`src/rtl/core_pkg.sv`:
```
// Shared RV32I core definitions: pcsrc encodings, fetch FSM states, NOP and opcode constants.
// FETCH_MISALIGN_TRAP_EN adds the FAULT state to the fetch FSM.
package core_pkg;

  localparam int unsigned XLEN    = 32;
  localparam int unsigned OPC_W   = 7;
  localparam int unsigned PCSRC_W = 2;

  typedef enum logic [PCSRC_W-1:0] {
    PCSRC_PLUS4  = 2'b00,
    PCSRC_BRANCH = 2'b01,
    PCSRC_JAL    = 2'b10,
    PCSRC_JALR   = 2'b11
  } pcsrc_e;

  typedef enum logic [1:0] {
    ST_IDLE  = 2'd0,
    ST_FETCH = 2'd1,
`ifdef FETCH_MISALIGN_TRAP_EN
    ST_HOLD  = 2'd2,
    ST_FAULT = 2'd3
`else
    ST_HOLD  = 2'd2
`endif
  } fetch_state_e;

  // addi x0,x0,0
  localparam logic [XLEN-1:0] NOP_ENC = 32'h0000_0013;

  localparam logic [OPC_W-1:0] OPC_LUI    = 7'b0110111;
  localparam logic [OPC_W-1:0] OPC_AUIPC  = 7'b0010111;
  localparam logic [OPC_W-1:0] OPC_JAL    = 7'b1101111;
  localparam logic [OPC_W-1:0] OPC_JALR   = 7'b1100111;
  localparam logic [OPC_W-1:0] OPC_BRANCH = 7'b1100011;
  localparam logic [OPC_W-1:0] OPC_LOAD   = 7'b0000011;
  localparam logic [OPC_W-1:0] OPC_STORE  = 7'b0100011;
  localparam logic [OPC_W-1:0] OPC_OP_IMM = 7'b0010011;
  localparam logic [OPC_W-1:0] OPC_OP     = 7'b0110011;

endpackage

```
`src/rtl/next_pc_gen.sv`:
```
// Next-PC mux and adders. With FETCH_MISALIGN_TRAP_EN the raw target is passed through with a
// misalignment flag; otherwise the target is forced word-aligned.
module next_pc_gen
  import core_pkg::*;
(
  input  logic [XLEN-1:0]    pc,
  input  logic [XLEN-1:0]    pc_plus4,
  input  logic [PCSRC_W-1:0] pcsrc,
  input  logic [XLEN-1:0]    imm_ext,
  input  logic [XLEN-1:0]    alu_result,
`ifdef FETCH_MISALIGN_TRAP_EN
  output logic               misalign,
`endif
  output logic [XLEN-1:0]    next_pc
);

  logic [XLEN-1:0] target;

  // Branch-taken and jal share the pc-relative adder.
  always_comb begin
    target = pc_plus4;
    case (pcsrc_e'(pcsrc))
      PCSRC_PLUS4:  target = pc_plus4;
      PCSRC_BRANCH: target = pc + imm_ext;
      PCSRC_JAL:    target = pc + imm_ext;
      PCSRC_JALR:   target = alu_result & 32'hFFFF_FFFE;
      default:      target = pc_plus4;
    endcase
  end

`ifdef FETCH_MISALIGN_TRAP_EN
  assign misalign = |target[1:0];
  assign next_pc  = target;
`else
  assign next_pc  = target & 32'hFFFF_FFFC;
`endif

endmodule

```
`src/rtl/fetch_unit.sv`:
```
// Instruction-fetch stage: owns the PC, fetches one word at a time over a req/ready handshake,
// holds it for the decoder until retire. FETCH_MISALIGN_TRAP_EN enables the misaligned-target FAULT state.
module fetch_unit
  import core_pkg::*;
#(
  parameter logic [31:0] RESET_PC  = 32'h0000_0000,
  parameter logic [31:0] NOP_INSTR = NOP_ENC
) (
  input  logic        clk,
  input  logic        rst,
  output logic        imem_req,
  output logic [31:0] imem_addr,
  input  logic        imem_ready,
  input  logic [31:0] imem_rdata,
  output logic [31:0] instr,
  output logic [6:0]  op,
  output logic [31:0] pc,
  output logic [31:0] pc_plus4,
  output logic        instr_valid,
  input  logic        retire,
  input  logic [1:0]  pcsrc,
  input  logic [31:0] imm_ext,
  input  logic [31:0] alu_result,
  output logic        fetch_fault
);

  fetch_state_e    state_q, state_d;
  logic [XLEN-1:0] pc_q, pc_d;
  logic [XLEN-1:0] instr_q, instr_d;
  logic [XLEN-1:0] next_pc;
`ifdef FETCH_MISALIGN_TRAP_EN
  logic            misalign;
`endif

  assign pc_plus4 = pc_q + 32'd4;

  next_pc_gen u_next_pc_gen (
    .pc         (pc_q),
    .pc_plus4   (pc_plus4),
    .pcsrc      (pcsrc),
    .imm_ext    (imm_ext),
    .alu_result (alu_result),
`ifdef FETCH_MISALIGN_TRAP_EN
    .misalign   (misalign),
`endif
    .next_pc    (next_pc)
  );

  // State and datapath registers; reset abandons any in-flight request.
  always_ff @(posedge clk or negedge rst) begin
    if (!rst) begin
      state_q <= ST_IDLE;
      pc_q    <= RESET_PC;
      instr_q <= NOP_INSTR;
    end else begin
      state_q <= state_d;
      pc_q    <= pc_d;
      instr_q <= instr_d;
    end
  end

  // Next-state and datapath update; instr reverts to NOP once the held word retires.
  always_comb begin
    state_d = state_q;
    pc_d    = pc_q;
    instr_d = instr_q;
    case (state_q)
      ST_IDLE:  state_d = ST_FETCH;
      ST_FETCH: begin
        if (imem_ready) begin
          instr_d = imem_rdata;
          state_d = ST_HOLD;
        end
      end
      ST_HOLD: begin
        if (retire) begin
          pc_d    = next_pc;
          instr_d = NOP_INSTR;
          state_d = ST_FETCH;
`ifdef FETCH_MISALIGN_TRAP_EN
          if (misalign) state_d = ST_FAULT;
`endif
        end
      end
      default: state_d = state_q;
    endcase
  end

  // Moore outputs decoded from the state register.
  always_comb begin
    imem_req    = 1'b0;
    instr_valid = 1'b0;
    fetch_fault = 1'b0;
    case (state_q)
      ST_FETCH: imem_req    = 1'b1;
      ST_HOLD:  instr_valid = 1'b1;
`ifdef FETCH_MISALIGN_TRAP_EN
      ST_FAULT: fetch_fault = 1'b1;
`endif
      default: ;
    endcase
  end

  assign imem_addr = pc_q;
  assign pc        = pc_q;
  assign instr     = instr_q;
  assign op        = instr_q[6:0];

endmodule

```
`config.mk`:
```
export PLATFORM = sky130hd
export DESIGN_NAME = fetch_unit
export DESIGN_NICKNAME = d
export VERILOG_FILES = /design/src/rtl/core_pkg.sv /design/src/rtl/next_pc_gen.sv /design/src/rtl/fetch_unit.sv
export SDC_FILE = /design/constraint.sdc
export NUM_CORES = 1
export LEC_CHECK = 0
export ABC_AREA = 1
export CELL_PAD_IN_SITES_DETAIL_PLACEMENT = 1
export CELL_PAD_IN_SITES_GLOBAL_PLACEMENT = 1
export CORE_MARGIN = 1
export CORE_UTILIZATION = 28
export DETAILED_ROUTE_END_ITERATION = 6
export PLACE_DENSITY = 0.75
export SETUP_SLACK_MARGIN = 0.2
export SLEW_MARGIN = 20
export SYNTH_ARGS = -nofsm -noshare
export SYNTH_HDL_FRONTEND = slang
export SYNTH_SLANG_ARGS = --single-unit
```
`constraint.sdc`:
```
create_clock -name clk -period 2.05 [get_ports clk]
set_input_delay 0.205 -clock clk [delete_from_list [all_inputs] [get_ports clk]]
set_output_delay 0.205 -clock clk [all_outputs]
set_load 0.005 [all_outputs]
```
==> flow_summary.toml <==
[run_status]
status = "complete, but fails checks"
failed_checks = "setup timing"

[pwr]
vdd_drop_max_mv = 0.713
powerDensity_nw_per_um2 = 1480
power_leakage_nw = 6.55

[logic_synthesis]
yosys_warnings = 0
synth-seq-cells = 64
yosysUniqueCellTypes = 44
avgSynthCellArea_um2 = 6.01
seq_area_frac_synth_pct = 24.3
synthCells = 1099
syn_area_um2 = 6600

[placement]
portBuffers = 228
hpwl_um = 24500
dp_cells = 1757
gp_congestion = 0.939

[detailed_routing]
dr.pass1.iters = 6
via_per_inst = 5.47
ant_nets = 0
vias = 10110
route.detailed.drc = 0
drt_wl_total_um = 45700
drt_iter0_markers = 681
route.detailed.wl_per_inst_um = 24.7

[clock_network]
clock_sinks = 64
cts_max_path_buffers = 2
clkTransAtPathRegs_ns = 0.07
cts_tree = "done"
cts_made_buffers = 9
root_buffer = "clkbuf_16"
clk_latency_ns = 0.35
htreeDepth = 3

[layout]
layout-drive-gt1-share_pct = 40.8
finalNonFillerCells = 1849
utilization_pct = 56.7
nets = 1666
syn2layout_area_growth_pct = 96.4
diodes = 0

[timing]
finalHoldViolCount = 0
slew_violations = 0
period_needed_ns = 2.61
hold_slack_ns = 0.399
max_clock_freq_ghz = 0.383
setup_violations = 52
slew_headroom_pct = 56.2
fin_ws_ns = -0.559
finalCritPeriodShare_pct = 127
finClkSkew_ns = 0.0149
rsz0062_at_grt = "yes"
tightest_slew_ns = 0.656

[global_route]
grt_pass1_vias = 10169
grt_usage_pct = 30.5
grt_pass1_wl_um = 56500
grt_max_degree = 65
grt_overflow = 0
antenna_found_initial = 1

[setup_path]
endpoint = "imem_addr[14]"
critPathMaxFanout = 4
max_stage_delay_ns = 0.41
start_kind = "register"
cp.required_ns = 2.26
r2r_start = "imem_addr[11]"
slowest_stage = "dfrtp_1"
cp-end-kind = "register"
cp.arrival_ns = 2.82
r2r_cells = 15
cp_cell_sequence = "buf_6, buf_4, ha_4, nand2_4, inv_4, buf_4, nand2_2, inv_1, nand2_2, nand3_4, a21oi_2, o21ai_1, nand2_1, inv_1, o21ai_2"
critPathLaunch = "imem_addr[11]"
r2r_slack_ns = -0.56
critPathKind = "reg -> reg"
r2r_end = "imem_addr[14]"

[die]
start_util_pct = 28.9
dieArea_um2 = 24200
rows = 55
fp.coreArea_um2 = 22800
die_h_um = 156
io_pins = 240
die_w_um = 156

[job]
drv_cap = 0

[min_path]
hold_path_class = "in -> async"
layout make-up:
type	count	area, µm²
fillers	2831	9890
inverters	161	628
well taps	313	392
clock inverters	3	40.0
multi-input cells	807	5500
clock buffers	13	260
repair buffers	488	4510
flip-flops and latches	64	1630
sequential cells by signal, summed over array words and instances (netlist names):
signal and cells:
state_q 2, instr 32, imem_addr 30
how the worst min path moves through the flow:
stage	to	start	cells after the start	slack, ns
2_1_floorplan	imem_addr[10]	rst	0	-0.09
3_3_place_gp	instr[27]	rst	2	0.26
3_5_place_dp	instr[24]	rst	2	0.26
4_1_cts	instr[19]	imem_rdata[19]	3	0.41
5_1_grt	instr[31]	imem_rdata[31]	3	0.42
6_report	instr[24]	rst	3	0.40
cell usage after synthesis (all sizes together):
cell type | n | area share [%]
a31oi | 1 | 0.095
or3 | 1 | 0.095
a22o | 1 | 0.13
xor2 | 12 | 1.6
nand3 | 122 | 9.3
o211ai | 4 | 0.45
dlymetal6s2s | 1 | 0.19
conb | 1 | 0.057
o22ai | 1 | 0.095
or2 | 9 | 0.85
nand2 | 397 | 23
buf | 52 | 5.5
a211oi | 1 | 0.11
nor2 | 71 | 4.4
clkinv | 1 | 0.057
xnor2 | 4 | 0.53
a22oi | 1 | 0.11
nor3 | 16 | 1.5
fa | 1 | 0.30
and2 | 2 | 0.19
nand4 | 11 | 1.0
dfrtp | 61 | 23
a21o | 1 | 0.11
o21bai | 4 | 0.45
bufbuf | 1 | 0.28
nand3b | 8 | 0.91
clkbuf | 19 | 1.7
a21oi | 64 | 4.9
inv | 160 | 9.1
ha | 32 | 6.1
o21ai | 36 | 2.7
dfstp | 3 | 1.2
worst max-delay path, delay by kind of cell, from the launching register on:
family | cells | cell delay [ns]
simple gates | 5 | 0.54
compound gates | 3 | 0.62
flops | 1 | 0.41
buf+inv | 6 | 0.61
fa+ha+maj | 1 | 0.27
report_power, final:
group	switching (mW)	internal, mW
registers	0.783	1.90
logic	7.88	6.99
clock network	0.639	1.01
routing by layer:
layer | share of wire [%] | global-route usage [%]
met1 | 37 | 35.6
met2 | 46 | 52.1
met3 | 9.0 | 6.28
met4 | 8.4 | 16.9
met5 | 0.020 | 0
cells in the final DEF (no fill, tap or decap), types with 9 or more instances in the layout:
cell type / instances
ha_4: 19
buf_2: 21
buf_4: 187
nand2_4: 32
nor2_2: 16
ha_1: 13
dfrtp_1: 40
nor2_4: 19
nand3_1: 88
nand3_4: 17
nand3_2: 17
buf_6: 71
clkbuf_16: 9
buf_12: 10
nand4_1: 11
o21ai_2: 13
nand2_2: 68
inv_2: 24
dfrtp_2: 21
a21oi_1: 43
o21ai_1: 15
a21oi_2: 14
inv_1: 127
nor2_1: 36
clkdlybuf4s50_1: 190
nand2_1: 295
metrics by stage:
step / setup TNS [ns] / area, µm² / total power, mW / worst slack [ns]
final: -13.05 / 13000 / 19.2 / -0.559
after global routing: -15.40 / 13000 / 19.9 / -0.599
after CTS: -2.49 / 12100 / 16.4 / -0.161
after detailed placement: -8.90 / 10300 / 12.7 / -0.332
after global placement: -6.60 / 10300 / 12.4 / -0.297
after floorplan: 0 / 6690 / 6.92 / 0.173
what timing repair did:
| action | in CTS | in global routing |
|---|---|---|
| resized for setup | 433 | 163 |
| endpoints found under the setup margin | 57 | 63 |
| pin swaps | 94 | 70 |
| buffers inserted | 44 | 31 |
| hold buffers | 1 | 0 |
| hold endpoints to repair | 61 | 0 |
kinds of logic after synthesis:
logic type,Yosys count,synth area share [%]
and+or+nand+nor,637,41.1
buffers and inverters,234,16.8
AOI/OAI and AO/OA,114,9.16
DFF,64,24.3
adders and majority gates,33,6.37
xor gates and xnor gates,16,2.12
other,1,0.0568
Power figures use the tool's default switching activity.
